## src/rtl/mem_handshake_unit.sv

```systemverilog
// Byte-addressed 512x8 memory behind a MOV/MFC handshake.
// Serialises big-endian byte/halfword/word accesses with a programmable wait.
module mem_handshake_unit #(
  parameter int WAIT_CYCLES = 2,
  parameter int ADDR_W      = 9
) (
  input  logic              main_clk,
  input  logic              reset,
  input  logic              mov,
  input  logic              rw,
  input  logic [1:0]        size,
  input  logic              signed_ld,
  input  logic [ADDR_W-1:0] address,
  input  logic [31:0]       data_in,
  output logic [31:0]       data_out,
  output logic              mfc,
  output logic              busy,
  output logic              align_err
);

  typedef enum logic [1:0] {
    IDLE,
    WAIT,
    XFER,
    DONE
  } state_t;

  localparam int DEPTH = 1 << ADDR_W;
  localparam logic [3:0] WLAST =
    (WAIT_CYCLES > 0) ? 4'(WAIT_CYCLES - 1) : 4'd0;

  logic [7:0] memory [0:DEPTH-1];

  state_t            state, state_nx;
  logic              rw_q;
  logic              sgn_q;
  logic              err_q;
  logic [1:0]        size_q;
  logic [ADDR_W-1:0] addr_q;
  logic [31:0]       sh_q;
  logic [3:0]        wcnt_q;
  logic [1:0]        bcnt_q;

  logic              illegal;
  logic              last_byte;
  logic [1:0]        blast;
  logic [ADDR_W-1:0] baddr;
  logic [7:0]        rd_byte;
  logic [31:0]       asm_w;
  logic [31:0]       ext_w;
  logic [31:0]       wr_align;

  always_comb begin
    illegal = 1'b0;
    unique case (1'b1)
      size == 2'b11: illegal = 1'b1;
      size == 2'b01: illegal = address[0];
      size == 2'b10: illegal = |address[1:0];
      default:       illegal = 1'b0;
    endcase
  end

  always_comb begin
    blast    = 2'd0;
    wr_align = data_in;
    unique case (size)
      2'b00:   wr_align = {data_in[7:0], 24'h0};
      2'b01:   wr_align = {data_in[15:0], 16'h0};
      default: wr_align = data_in;
    endcase
    unique case (size_q)
      2'b00:   blast = 2'd0;
      2'b01:   blast = 2'd1;
      default: blast = 2'd3;
    endcase
  end

  // One shift register serves both directions: writes drain the
  // top byte, reads shift the fetched byte in at the bottom.
  always_comb begin
    baddr     = addr_q + ADDR_W'(bcnt_q);
    rd_byte   = memory[baddr];
    asm_w     = {sh_q[23:0], rd_byte};
    last_byte = (bcnt_q == blast);
    ext_w     = asm_w;
    unique case (size_q)
      2'b00:   ext_w = {{24{sgn_q & asm_w[7]}}, asm_w[7:0]};
      2'b01:   ext_w = {{16{sgn_q & asm_w[15]}}, asm_w[15:0]};
      default: ext_w = asm_w;
    endcase
  end

  // Illegal requests take one decode cycle in WAIT before DONE.
  always_comb begin
    state_nx = state;
    unique case (state)
      IDLE: if (mov) begin
        if (illegal || WAIT_CYCLES != 0) state_nx = WAIT;
        else                             state_nx = XFER;
      end
      WAIT: begin
        if (err_q)                 state_nx = DONE;
        else if (wcnt_q == WLAST)  state_nx = XFER;
      end
      XFER: if (last_byte) state_nx = DONE;
      DONE: if (!mov)      state_nx = IDLE;
    endcase
  end

  always_ff @(posedge main_clk or negedge reset) begin
    if (!reset) begin
      state    <= IDLE;
      rw_q     <= 1'b0;
      sgn_q    <= 1'b0;
      err_q    <= 1'b0;
      size_q   <= 2'b00;
      addr_q   <= '0;
      sh_q     <= 32'h0;
      wcnt_q   <= 4'd0;
      bcnt_q   <= 2'd0;
      data_out <= 32'h0;
    end else begin
      state <= state_nx;
      unique case (state)
        IDLE: if (mov) begin
          rw_q   <= rw;
          sgn_q  <= signed_ld;
          size_q <= size;
          addr_q <= address;
          err_q  <= illegal;
          sh_q   <= wr_align;
          wcnt_q <= 4'd0;
          bcnt_q <= 2'd0;
        end
        WAIT: wcnt_q <= wcnt_q + 4'd1;
        XFER: begin
          sh_q   <= asm_w;
          bcnt_q <= bcnt_q + 2'd1;
          if (last_byte && rw_q) data_out <= ext_w;
        end
        DONE: if (!mov) err_q <= 1'b0;
      endcase
    end
  end

  always_ff @(posedge main_clk) begin
    if (state == XFER && !rw_q) memory[baddr] <= sh_q[31:24];
  end

  always_comb begin
    busy      = (state != IDLE);
    mfc       = (state == DONE);
    align_err = (state == DONE) & err_q;
  end

endmodule

```

## config.mk

```make
export PLATFORM = sky130hd
export DESIGN_NAME = mem_handshake_unit
export DESIGN_NICKNAME = d
export VERILOG_FILES = /design/src/rtl/mem_handshake_unit.sv
export SDC_FILE = /design/constraint.sdc
export NUM_CORES = 2
export LEC_CHECK = 0
export BUFFER_PORTS_ARGS = -buffer_cell sky130_fd_sc_hd__buf_2
export CORE_UTILIZATION = 55
export CTS_CLUSTER_SIZE = 14
export DETAILED_ROUTE_END_ITERATION = 12
export PLACE_DENSITY_LB_ADDON = 0.1
export SYNTH_ARGS = -nofsm -noshare
export SYNTH_HDL_FRONTEND = slang
export SYNTH_SLANG_ARGS = --single-unit
```

## constraint.sdc

```tcl
create_clock -name main_clk -period 9 [get_ports main_clk]
set_input_delay 1.8 -clock main_clk [delete_from_list [all_inputs] [get_ports main_clk]]
set_output_delay 1.8 -clock main_clk [all_outputs]
set_load 0.02 [all_outputs]
```

[After elaboration in Yosys (flattened, before gate mapping)]
Memory sizes are Yosys's and may differ from the RTL's.
Index checks and enable logic that the tools add are counted.
Word-level totals
  flip-flop bits (word level): 86
  bits in writable memories: 4096
  input port bits: 48
  output and inout bits: 35
  word-level logic and storage cells: 68
  memories kept: 1
Cells by class
  add/sub/neg operators: 3
  equal/unequal tests: 13
  multiplexer cells: 21
  bitwise logic cells: 3
  reductions and logical operators: 17
Memories
  memory: words 512, bits a word 8, rd ports 1, clocked after Yosys merged registers in 0, write ports 1, RTL line 32  | logic [7:0] memory [0:DEPTH-1];
Operators by type and width (count)
  $pmux W32 S2: 3
  $mux W32: 1
  $mux W2: 6
  $add A9 B2 Y9: 1
  $eq A2 B2 Y1 const B: 4
  $pmux W2 S2: 2
  $pmux W2 S4: 1
  $pmux W4 S2: 1
  $reduce_and A2 Y1: 4
  $reduce_bool A2 Y1: 4
  $eq A2 B1 Y1 const B: 3
  $logic_not A2 Y1: 3
  $ne A2 B2 Y1 const B: 3
  $add A4 B1 Y4 const B: 1
  $eq A4 B1 Y1 const B: 1
  $mux W1: 4
  $mux W4: 1
  $reduce_and A4 Y1: 1
  $and A1 B1 Y1: 3
  $ne A3 B3 Y1 const B: 1
  $pmux W1 S3: 1
  $reduce_and A3 Y1: 1
  $add A2 B1 Y2 const B: 1
  $eq A2 B2 Y1: 1
  other kinds (4): 5

[Longest topological paths before layout]
  word-level depth: 5
  gate-level depth with buffers: 16
  gate-level depth less buffers: 11

[Worst setup path before layout]
No wires, ideal clock.
  path type: flip-flop to flip-flop
  start point: register sh_q[24]
  end point: memory memory[0][0] (data pin)
  setup time: 1404 ps
  arrival: 6064 ps
  data required time: 7596 ps
  slack: 1531 ps
  cell stages (with the launch flop): 1
  path buffers: 0
  period minus slack after synthesis: 7469 ps
  cells stage by stage: dfrtp_1
RTL lines
  start, declared: RTL line 40  | logic [31:0] sh_q;
  start signal, assigned: RTL line 131  | sh_q <= wr_align;
  start signal, assigned: RTL line 137  | sh_q <= asm_w;
  end, declared: RTL line 32
No word-level cell before the write port.

[Final worst setup path]
  start point: register bcnt_q[0]
  end point: register data_out[3]
On the way
  longest elaborated chain between the ends: 3
  elaborated cells between the ends (all ways): 6
  classes of those cells: add/sub (1); eq/ne (1); mux (1); reduce/logical (2); memory (1)
Ends and longest elaborated chain
  start, declared: RTL line 42  | logic [1:0] bcnt_q;
  start signal, assigned: RTL line 138  | bcnt_q <= bcnt_q + 2'd1;
  $add A9 B2 Y9 or $eq A2 B2 Y1 (tied branches): RTL line 81, 84
  $mem_v2 Z512 W8 or $logic_and A1 B1 Y1 (tied branches)
  $pmux W32 S2 or $reduce_and A2 Y1 (tied branches)
  end signal, assigned: RTL line 139  | if (last_byte && rw_q) data_out <= ext_w;
  end, declared: RTL line 15  | output logic [31:0] data_out,
Several ways; a longest one is shown, not always the timed one.
A chain may end at the register's enable or synchronous reset.

==> impl_results.md <==
- Lkg Pwr: 55.3 nW
- I/O pins: 83
- Post-synth EDFFs: 4096
- Layout cell share with drive strength beyond 1: 24.1%
- Slew @ Worst Pin: 1.66 ns
- Worst flop-to-flop path endpoint: data_out[3]
- Largest net degree at the start of global routing: 222
- Critical Path Sink: data_out[3]
- Violated checks: slew limit
- HP Start: data_out[3]
- Starting DRT DRC Count: 10.1k
- Worst min-delay path class: reg2reg
- H-tree depth: 5
- Worst Path Max Fanout: 95
- Period utilization: 67.3%
- # setup viols final: 0
- #FFs+latches synth: 4182
- CP Capture Type: register
- GRT Overall Usage: 28.2%
- # resized after CTS: 0
- Mapped Nets: 7621
- Max-slew violation count: 114
- IO buf count: 82
- Fin crit period: 6.06 ns
- Hold buffer count at CTS: 0
- Syn. warnings: 0
- RSZ-0062 raised after global routing: false
- Starting density of the core: 55.3%
- Max-Cap Viols: 0
- # clock sinks: 4182
- Clock Pin Slew Worst Setup and Hold Paths: 0.06 ns
- DIE AREA: 295000 µm²
- Row cnt: 198
- Clk root buf: clkbuf_16
- Post CTS Setup Buffer Count: 0
- DP Wirelength: 234 mm
- Final hold viol count: 0
- Routability cong.: 0.841
- Layout area overhead: 11.6%
- Cell Pwr Density: 372 nW/µm²
- Drt total wl: 413 mm
- Critical path class: reg2reg
- VDD IR max: 0.441 mV
- Core area: 291000 µm²
- Initial antenna violation count: 15
- Relative slew slack: -10.6%
- CP Data Arrival Time: 6.86 ns
- CTS tree: yes
- Synth cell types: 64
- CP startpoint: bcnt_q[0]
- Crit-path max cell delay: 1.32 ns
- Ys flop type: edfxtp_1
- CTS max path bufs: 4
- First-pass GRT wire length: 590 mm
- Final design utilization: 61.7%
- Detailed-route via count: 79.4k
- Cell count after synthesis: 7564
- Vias per inst: 6.64
- Worst-path cell chain: ha_4 -> fa_4 -> buf_12 -> mux4_2 -> a22oi_1 -> a21oi_1 -> o41ai_2 -> nand4_1 -> a211oi_1 -> o21ai_0
- Post-route cell area: 180000 µm²
- Worst Clk Skew: 0.0527 ns
- Number of global-route vias before repair: 79.6k
- Per-cell routed wire length: 34.5 µm
- Mean Syn Cell Area: 21.3 µm²
- DR DRC count: 0
- Status: finished, violations left
- Slowest-stage cell, CP: fa_4
- Worst skew pair latency: 0.95 ns
- Post-synth ARST share: 2.06%
- Layout Nets: 7780
- Setup_tns: 0 ns
- CP required: 9.80 ns
- Router iterations before antenna repair: 6
- Placed instance area: 166000 µm²
- Post-synthesis sequential area ratio: 77.8%
- Global route total overflow: 0
- Inserted Clock Buffers: 417
- Die H: 543 µm
- DRT antenna net count: 0
- Reg2reg setup slack: 2.94 ns
- Syn Std Cell Area: 161000 µm²
- Achievable frequency: 165 MHz
- FF-to-FF Start: bcnt_q[0]
- Die Wd: 543 µm
- Crit start category: register
- Worst reg2reg path depth: 10
-- registers in the layout, summed over array words and instances (netlist names) --
register and flops:
wcnt_q 4, err_q 1, state 2, rw_q 1
sh_q 32, data_out 32, size_q 2, addr_q 9
bcnt_q 2, sgn_q 1, memory 4096
-- report_power, final --
| part | total, mW | switching (mW) | internal (mW) |
|---|---|---|---|
| sequential | 24.8 | 0.632 | 24.2 |
| clock | 17.0 | 7.22 | 9.75 |
| combinational | 25.0 | 15.6 | 9.33 |
-- final cells by class --
| cell class | instances | area, µm² |
|---|---|---|
| well taps | 3900 | 4880 |
| inverters | 9 | 33.8 |
| flip-flops and latches | 4182 | 125000 |
| multi-input cells | 2866 | 34000 |
| clock buffers | 536 | 11200 |
| clock inverters | 220 | 2050 |
| diodes | 11 | 27.5 |
| fillers | 20200 | 111000 |
| repair buffers | 247 | 2150 |
-- cells by family (layout without fill, tap and decap cells) --
logic type | count (synthesis) | in the layout | share of synthesized area, %
flip-flops | 4182 | 4182 | 77.8
multiplexers | 1055 | 1055 | 14.5
AO/OA/AOI/OAI | 1025 | 1025 | 4.32
AND/OR/NAND/NOR | 773 | 773 | 1.93
buffers and inverters | 516 | 1012 | 1.33
adder cells (fa/ha/maj) | 9 | 9 | 0.0747
XOR/XNOR | 4 | 4 | 0.0218
other | 0 | 11 | 0
-- worst max-delay path, delay by kind of cell, from the launching register on --
family	cells	cell delay [ns]
compound gates	5	2.14
fa+ha+maj	2	1.54
buf+inv	1	0.51
flops	1	0.48
mux	1	0.42
simple gates	1	0.65
-- routing by layer --
layer  global-route usage [%]  share of wire, %  vias to the layer above
li1                         -                 -                    32200
met1                     41.6                41                    42800
met2                     43.6                48                     3769
met3                     5.41               9.0                      654
met4                     7.53               2.8                        6
met5                        0             0.011                        -
-- cell usage in the layout (no fill, tap or decap), drive strengths merged, types with 6 or more instances in the layout --
cell type	synthesis	routed
a21boi	9	9
a21oi	292	292
a221o	8	8
a221oi	23	23
a22oi	442	442
a311oi	16	16
and3	7	7
buf	165	247
bufinv	0	36
clkbuf	342	536
clkinv	1	170
clkinvlp	0	9
dfrtp	86	86
diode	0	11
edfxtp	4096	4096
ha	8	8
inv	8	14
mux2	15	15
mux2i	16	16
mux4	1024	1024
nand2	93	93
nand2b	6	6
nand3	9	9
nand4	16	16
nor2	606	606
nor3	10	10
nor4	6	6
o21a	13	13
o21ai	63	63
o22ai	68	68
o41ai	58	58
-- cells in the mapped netlist (4+ instances only) --
master | number | area share, %
a21boi_0 | 8 | 0.037
a21oi_1 | 292 | 0.91
a221o_1 | 8 | 0.050
a221oi_1 | 23 | 0.13
a22o_1 | 4 | 0.022
a22oi_1 | 442 | 2.1
a311oi_1 | 7 | 0.038
a311oi_2 | 9 | 0.084
a41o_1 | 4 | 0.025
and2_1 | 5 | 0.019
and3_1 | 7 | 0.027
buf_1 | 27 | 0.063
buf_2 | 128 | 0.40
buf_4 | 8 | 0.037
clkbuf_1 | 342 | 0.80
dfrtp_1 | 86 | 1.3
edfxtp_1 | 4096 | 76
ha_1 | 8 | 0.062
inv_1 | 8 | 0.019
mux2_2 | 15 | 0.10
mux2i_1 | 15 | 0.093
mux4_2 | 1024 | 14
nand2_1 | 92 | 0.21
nand2b_1 | 6 | 0.023
nand3_1 | 9 | 0.028
nand4_1 | 15 | 0.058
nor2_1 | 606 | 1.4
nor3_1 | 9 | 0.028
nor4_1 | 6 | 0.023
o21a_1 | 13 | 0.061
o21ai_0 | 61 | 0.19
o22ai_1 | 68 | 0.26
o41ai_1 | 58 | 0.32
-- through the flow --
step / hold WS (ns) / power [mW] / setup slack (ns) / instances
global route: 0.523 / 68.8 / 2.86 / 12000
finish: 0.508 / 66.7 / 2.94 / 12000
global placement: 0.475 / 50.0 / 2.44 / 11200
CTS: 0.499 / 67.0 / 2.40 / 12000
floorplan: 0.479 / 42.0 / 1.53 / 7564
detailed placement: 0.485 / 50.2 / 2.42 / 11200
-- how the worst min path moves through the flow --
stage / slack, ns / cells after the start / endpoint
2_1_floorplan: 0.48 / 2 / sh_q[3]
3_5_place_dp: 0.49 / 2 / data_out[3]
5_1_grt: 0.52 / 2 / data_out[3]
3_3_place_gp: 0.48 / 2 / data_out[7]
6_report: 0.51 / 2 / data_out[3]
4_1_cts: 0.50 / 2 / data_out[3]
(Power assumes the default switching activity.)
